**src/rtl/core_alu_serial.sv**
```systemverilog
// core_alu_serial
//   Slice-serial core ALU. It accepts one 13-bit control word with WIDTH-bit
//   operands and processes SLICE bits per clock. A registered chain bit (the
//   carry, or the bit shifted across a slice boundary) links the slices, so an
//   operation takes NSLICE = WIDTH/SLICE RUN cycles. The result, the {N,V,Z,C}
//   flags and the flag write-enables are held until the consumer takes them.
//
// Ports
//   clock, reset            rising-edge clock, asynchronous active-high reset
//   in_valid / in_ready     operation handshake (in_ready only in IDLE)
//   in_control              control word (carry, rhs and flag modifiers, select)
//   in_lhs, in_rhs          operands
//   in_carry                current C flag
//   out_valid / out_ready   result handshake
//   out_result              result
//   out_flags               {N,V,Z,C}; flags that are not written read as 0
//   out_flags_we            {N,V,Z,C} write enables
module core_alu_serial #(
  parameter int WIDTH = 8,
  parameter int SLICE = 4
) (
  input  logic             clock,
  input  logic             reset,
  input  logic             in_valid,
  output logic             in_ready,
  input  logic [12:0]      in_control,
  input  logic [WIDTH-1:0] in_lhs,
  input  logic [WIDTH-1:0] in_rhs,
  input  logic             in_carry,
  output logic             out_valid,
  input  logic             out_ready,
  output logic [WIDTH-1:0] out_result,
  output logic [3:0]       out_flags,
  output logic [3:0]       out_flags_we
);

  if ((WIDTH < 2) || (SLICE < 1) || (WIDTH % SLICE != 0)) begin : g_bad_params
    $error("core_alu_serial: WIDTH must be >= 2 and a multiple of SLICE");
  end

  localparam int NSLICE = WIDTH / SLICE;
  localparam int CNT_W  = (NSLICE > 1) ? $clog2(NSLICE) : 1;
  localparam logic [CNT_W-1:0] LAST  = CNT_W'(NSLICE - 1);
  localparam logic [WIDTH-1:0] SMASK = WIDTH'({SLICE{1'b1}});

  typedef enum logic [1:0] {IDLE, RUN, DONE} state_t;

  state_t state, state_nx;

  logic [12:0]      ctl_q;
  logic [WIDTH-1:0] lhs_q;
  logic [WIDTH-1:0] rhs_q;      // effective rhs (zeroed / inverted at accept)
  logic [1:0]       rhs_top_q;  // raw rhs[W-1:W-2] for the BIT-style N/V
  logic [WIDTH-1:0] acc_q;
  logic             chain_q;
  logic [CNT_W-1:0] cnt_q;

  logic [WIDTH-1:0] in_rhs_e;
  logic             in_cin;
  logic [2:0]       sel;
  logic [CNT_W-1:0] sidx;
  int               off;
  logic [SLICE-1:0] lhs_sl;
  logic [SLICE-1:0] rhs_sl;
  logic [SLICE:0]   wide;
  logic [SLICE-1:0] slice_res;
  logic             chain_nx;
  logic [WIDTH-1:0] acc_nx;
  logic [7:0]       flag_nx;
  logic             last;

  // Flags and write enables from the finished result; returns {flags, we}.
  function automatic logic [7:0] flag_calc(
    input logic [12:0]      ctl,
    input logic [WIDTH-1:0] lhs,
    input logic [WIDTH-1:0] rhs_e,
    input logic [WIDTH-1:0] res,
    input logic [1:0]       rhs_top,
    input logic             cout
  );
    logic [WIDTH-1:0] ovf;
    logic [2:0]       fsel;
    logic             n, v, z, c;
    logic [3:0]       we;
    fsel = ctl[11:9];
    ovf  = (lhs ^ res) & (rhs_e ^ res);
    n    = ctl[1] ? rhs_top[1] : res[WIDTH-1];
    v    = ctl[1] ? rhs_top[0] : ovf[WIDTH-1];
    z    = (res == '0);
    c    = cout ^ ctl[0];
    we   = {ctl[2] | ctl[1], ctl[7] | ctl[1], ctl[12],
            ctl[5] & ((fsel == 3'd2) || (fsel == 3'd6) || (fsel == 3'd7))};
    return {({n, v, z, c} & we), we};
  endfunction

  assign in_ready  = (state == IDLE);
  assign out_valid = (state == DONE);
  assign last      = (cnt_q == LAST);

  // Operand conditioning at accept: b8 zeroes rhs before b4 inverts it.
  always_comb begin
    in_rhs_e = (in_control[8] ? '0 : in_rhs) ^ {WIDTH{in_control[4]}};
    in_cin   = (in_control[6] ? 1'b0 : in_carry) ^ in_control[3];
  end

  always_comb begin
    state_nx = state;
    case (state)
      IDLE:    if (in_valid)  state_nx = RUN;
      RUN:     if (last)      state_nx = DONE;
      DONE:    if (out_ready) state_nx = IDLE;
      default: state_nx = IDLE;
    endcase
  end

  always_ff @(posedge clock or posedge reset) begin
    if (reset) state <= IDLE;
    else       state <= state_nx;
  end

  // One slice per RUN cycle. Rotate-right walks MSB-first so the bit that
  // crosses a slice boundary always comes from the slice already processed.
  always_comb begin
    sel       = ctl_q[11:9];
    sidx      = (sel == 3'd7) ? (LAST - cnt_q) : cnt_q;
    off       = int'(sidx) * SLICE;
    lhs_sl    = SLICE'(lhs_q >> off);
    rhs_sl    = SLICE'(rhs_q >> off);
    wide      = '0;
    slice_res = lhs_sl;
    chain_nx  = 1'b0;
    case (sel)
      3'd0: slice_res = lhs_sl;
      3'd1: slice_res = rhs_sl;
      3'd2: begin
        wide      = {1'b0, lhs_sl} + {1'b0, rhs_sl} + (SLICE+1)'(chain_q);
        slice_res = wide[SLICE-1:0];
        chain_nx  = wide[SLICE];
      end
      3'd3: slice_res = lhs_sl & rhs_sl;
      3'd4: slice_res = lhs_sl | rhs_sl;
      3'd5: slice_res = lhs_sl ^ rhs_sl;
      3'd6: begin
        wide      = {lhs_sl, chain_q};
        slice_res = wide[SLICE-1:0];
        chain_nx  = wide[SLICE];
      end
      default: begin
        wide      = {chain_q, lhs_sl};
        slice_res = wide[SLICE:1];
        chain_nx  = wide[0];
      end
    endcase
    acc_nx  = (acc_q & ~(SMASK << off)) | (WIDTH'(slice_res) << off);
    flag_nx = flag_calc(ctl_q, lhs_q, rhs_q, acc_nx, rhs_top_q, chain_nx);
  end

  always_ff @(posedge clock or posedge reset) begin
    if (reset) begin
      ctl_q        <= '0;
      lhs_q        <= '0;
      rhs_q        <= '0;
      rhs_top_q    <= '0;
      acc_q        <= '0;
      chain_q      <= 1'b0;
      cnt_q        <= '0;
      out_result   <= '0;
      out_flags    <= '0;
      out_flags_we <= '0;
    end else begin
      case (state)
        // accept: latch operands, seed the chain with the effective carry-in
        IDLE: begin
          if (in_valid) begin
            ctl_q     <= in_control;
            lhs_q     <= in_lhs;
            rhs_q     <= in_rhs_e;
            rhs_top_q <= in_rhs[WIDTH-1:WIDTH-2];
            acc_q     <= '0;
            chain_q   <= in_cin;
            cnt_q     <= '0;
          end
        end
        // slice step; the last slice publishes result and flags
        RUN: begin
          acc_q   <= acc_nx;
          chain_q <= chain_nx;
          if (last) begin
            out_result   <= acc_nx;
            out_flags    <= flag_nx[7:4];
            out_flags_we <= flag_nx[3:0];
          end else begin
            cnt_q <= cnt_q + 1'b1;
          end
        end
        default: ;
      endcase
    end
  end

endmodule

```
**config.mk**
```make
export PLATFORM = sky130hd
export DESIGN_NAME = core_alu_serial
export DESIGN_NICKNAME = d
export VERILOG_FILES = /design/src/rtl/core_alu_serial.sv
export SDC_FILE = /design/constraint.sdc
export NUM_CORES = 1
export LEC_CHECK = 0
export CORE_MARGIN = 4
export CORE_UTILIZATION = 54
export DETAILED_ROUTE_END_ITERATION = 12
export PLACE_DENSITY = 0.82
export SYNTH_ARGS = -nofsm -noshare
export SYNTH_HDL_FRONTEND = slang
export SYNTH_SLANG_ARGS = --single-unit
export TNS_END_PERCENT = 30
```
**constraint.sdc**
```tcl
create_clock -name clock -period 5.4 [get_ports clock]
set_input_delay 1.35 -clock clock [delete_from_list [all_inputs] [get_ports clock]]
set_output_delay 1.35 -clock clock [all_outputs]
set_load 0.005 [all_outputs]
```
==> metrics.cfg <==
[run_status]
status = complete, no violations

[synthesis]
yosysWarnings = 0
synth-seq-cells = 55
yosysSeqAreaShare_pct = 41.54
synthTopCellsByCount = nand2_1 (101), dfrtp_1 (55), o21ai_0 (42), clkbuf_1 (22), nor2_1 (17)
synth_edf_count = 0
async_reset_ff_share_pct = 100.0
synth.area.top_cells = dfrtp_1 (42%), nand2_1 (11%), o21ai_0 (6.3%)
yosysMostFrequentCell = nand2_1
ys_types = 50
synth_top_area_share_pct = 41.54
synthCells = 394
synth_nets = 437
syn_area_per_cell_sq_um = 8.409
synth_area_leader_cell = dfrtp_1
ys.flop_type = dfrtp_1
synth_area_sq_um = 3313

[flow_run]
drv_cap = 0

[power]
p_seq_share_pct = 32.3
combPwrFrac_pct = 58.1
sw_frac_of_total_pct = 46.09
netSwitchingPower_uw = 1147
power_uw = 2490
powerDensity_nw_per_um2 = 631.3
p_leak_uw = 0.001790
pwr-share-clk_pct = 9.6
p_int_uw = 1342
peakVddDrop_mv = 0.2859

[worst_hold_path]
hold_class = reg -> reg

[grt]
overflow = 0
grt_antenna_before_repair = 0
grt_max_degree = 56
track_usage_pct = 22.98
grt_pass1_wl_microns = 13630
grt_pass1_vias = 2811

[timing]
fmax_mhz = 226.6
finalCritPeriodShare_pct = 81.71
setup_viol = 0
slew_headroom_pct = 51.02
hold_viol_final = 0
skew_ps = 7.650
final_max_slew_viol_count = 0
min_period_ps = 4412
rsz0062_at_grt = no
setup_tns_ps = 0
worst_pin_slew_ps = 734.7

[worst_setup_path]
crit_fanout = 22
crit_family = simple AND/OR/NAND/NOR gates
path_cells = and3_4 > xnor2_4 > mux2i_1 > ha_1 > ha_1 > or2_2 > fa_1 > xor2_1 > a311o_1 > a22oi_1 > o31a_1 > o21ai_0 > nor4bb_1 > a31o_2
rr_worst_depth = 14
critPathBufInv = 0
arrival_ps = 4670
r2r_start = ctl_q[10]$_DFFE_PP0P_
startpoint = ctl_q[10]$_DFFE_PP0P_
reg2reg_slack_ps = 990
critPathCapture = out_flags[1]$_DFFE_PP0P_
cp_slowest_stage_delay_ps = 780
worstSetupStartpointType = flop
path_depth = 14
crit_type = reg -> reg
cp_common_cell = ha_1
worst_setup_path_end_kind = flop
critPathSlowestCell = dfrtp_1
crit_required_ps = 5660
r2r-end = out_flags[1]$_DFFE_PP0P_

[route]
wl_microns = 8084
num_vias = 2878
dr.pass1.iters = 4
met3WireLength_microns = 366
first_iter_violations = 255
wl_met2_microns = 3840
highest_layer = met4
drc_errors = 0
wl_per_cell_microns = 15.91
antenna_left = 0
via_per_inst = 5.665
wl_met1_microns = 3732

[clocking]
tritoncts = yes
cts_hold_buf = 0
cts_resized = 0
h-tree-depth = 2
cts_buffers = 5
clkLatencyLatePin_ps = 310
clockBufferDepth = 2
cts_sinks = 55
post-cts-setup-buffers = 0
clkTransAtPathRegs_ps = 110
cts_root_buffer = clkbuf_8

[floorplan]
initial_core_util_pct = 55.96
row_count = 28
die_x_microns = 86.33
io_pins = 52
die_h_microns = 86.33
fp.coreArea_sq_um = 5921
die_area_sq_um = 7453

[placement]
placed_cell_area_sq_um = 3851
place_inst = 500
gp_congestion = 0.9740
place_hpwl_microns = 5877
port_buffers = 51

[finish]
syn2layout_area_growth_pct = 19.03
drive_gt1_share_pct = 6.928
fin_cells = 508
diodes = 0
finalInstanceArea_sq_um = 3944
final_nets = 475

## power groups by stage
stage | registers (uW) | logic, uW | clock network [uW]
global placement | 803 | 1410 | 0
global route | 833 | 1640 | 261
CTS | 801 | 1440 | 243
detailed placement | 810 | 1420 | 0
finish | 805 | 1450 | 239
floorplan | 705 | 1090 | 0
## cell families after synthesis
family	share of synthesized area, %
flops	41.54
fa+ha+maj	3.626
mux	6.458
xor+xnor	3.739
compound gates	16.35
buf+inv	4.494
simple gates	23.79
## worst register-to-register path: cells and delay by family (launching register included)
kind,cells,cell delay [ps]
DFF,1,780
adders and majority gates,3,890
muxes,1,250
AOI/OAI and AO/OA,5,1000
and+or+nand+nor,3,1040
xor gates and xnor gates,2,400
## through the flow
step / util, % / setup slack, ps / hold WS [ps]
floorplan: - / 1500 / 437.4
global placement: 65.05 / 1138 / 454.0
detailed placement: 65.05 / 1061 / 464.1
CTS: 66.61 / 1024 / 489.9
global route: 66.61 / 743.2 / 529.7
finish: 66.61 / 987.6 / 486.6
## layer usage
layer | vias up | track usage (%)
li1 | 1427 | -
met1 | 1366 | 32.80
met2 | 71 | 36.58
met3 | 14 | 3.137
met4 | 0 | 6.799
met5 | - | 0
## flip-flops by register name, summed over array words and instances (netlist names)
name	count
state	2
chain_q	1
cnt_q	1
ctl_q	9
rhs_top_q	2
rhs_q	8
out_result	8
out_flags_we	4
acc_q	8
lhs_q	8
out_flags	4
## placed cells by master (no fill, tap or decap), types with 2 or more instances in the layout
master / Yosys / final
clkbuf_8: 0 / 5
o21a_1: 3 / 3
ha_1: 8 / 8
nor3_1: 7 / 7
o31ai_1: 2 / 2
dfrtp_1: 55 / 55
inv_1: 12 / 11
a21o_1: 2 / 2
xnor2_1: 10 / 10
a31o_2: 2 / 2
a211oi_1: 3 / 3
mux2_2: 9 / 9
clkdlybuf4s50_1: 0 / 51
mux2i_1: 9 / 9
nand3_1: 14 / 14
o211ai_1: 4 / 4
nand2b_1: 7 / 7
o21ai_0: 42 / 42
o32ai_1: 2 / 2
a31oi_1: 3 / 3
a21oi_1: 11 / 11
a22oi_1: 2 / 2
buf_4: 0 / 5
o311a_1: 2 / 2
nor2b_1: 14 / 14
nor2_1: 17 / 17
nand2_1: 101 / 101
and3_1: 3 / 3
and2_1: 4 / 4
## final cells by class
| class | count | area [sq um] |
|---|---|---|
| clock buffers | 5 | 68.82 |
| clock inverters | 3 | 23.77 |
| fillers | 503 | 1977 |
| inverters | 12 | 45.04 |
| multi-input cells | 302 | 1788 |
| flip-flops and latches | 55 | 1376 |
| well taps | 75 | 93.84 |
| repair buffers | 56 | 548.0 |
## worst min path at each step
stage | from | end | slack [ps] | cells past startpoint
floorplan | rhs_top_q[0]$_DFFE_PP0P_ | rhs_top_q[0]$_DFFE_PP0P_ | 440 | 2
global placement | out_flags_we[3]$_DFFE_PP0P_ | out_flags_we[3]$_DFFE_PP0P_ | 450 | 2
detailed placement | out_flags_we[2]$_DFFE_PP0P_ | out_flags_we[2]$_DFFE_PP0P_ | 460 | 2
CTS | out_flags_we[3]$_DFFE_PP0P_ | out_flags_we[3]$_DFFE_PP0P_ | 490 | 2
global route | out_flags_we[1]$_DFFE_PP0P_ | out_flags_we[1]$_DFFE_PP0P_ | 530 | 2
finish | out_flags_we[3]$_DFFE_PP0P_ | out_flags_we[3]$_DFFE_PP0P_ | 490 | 2
Power figures use the tool's default switching activity.
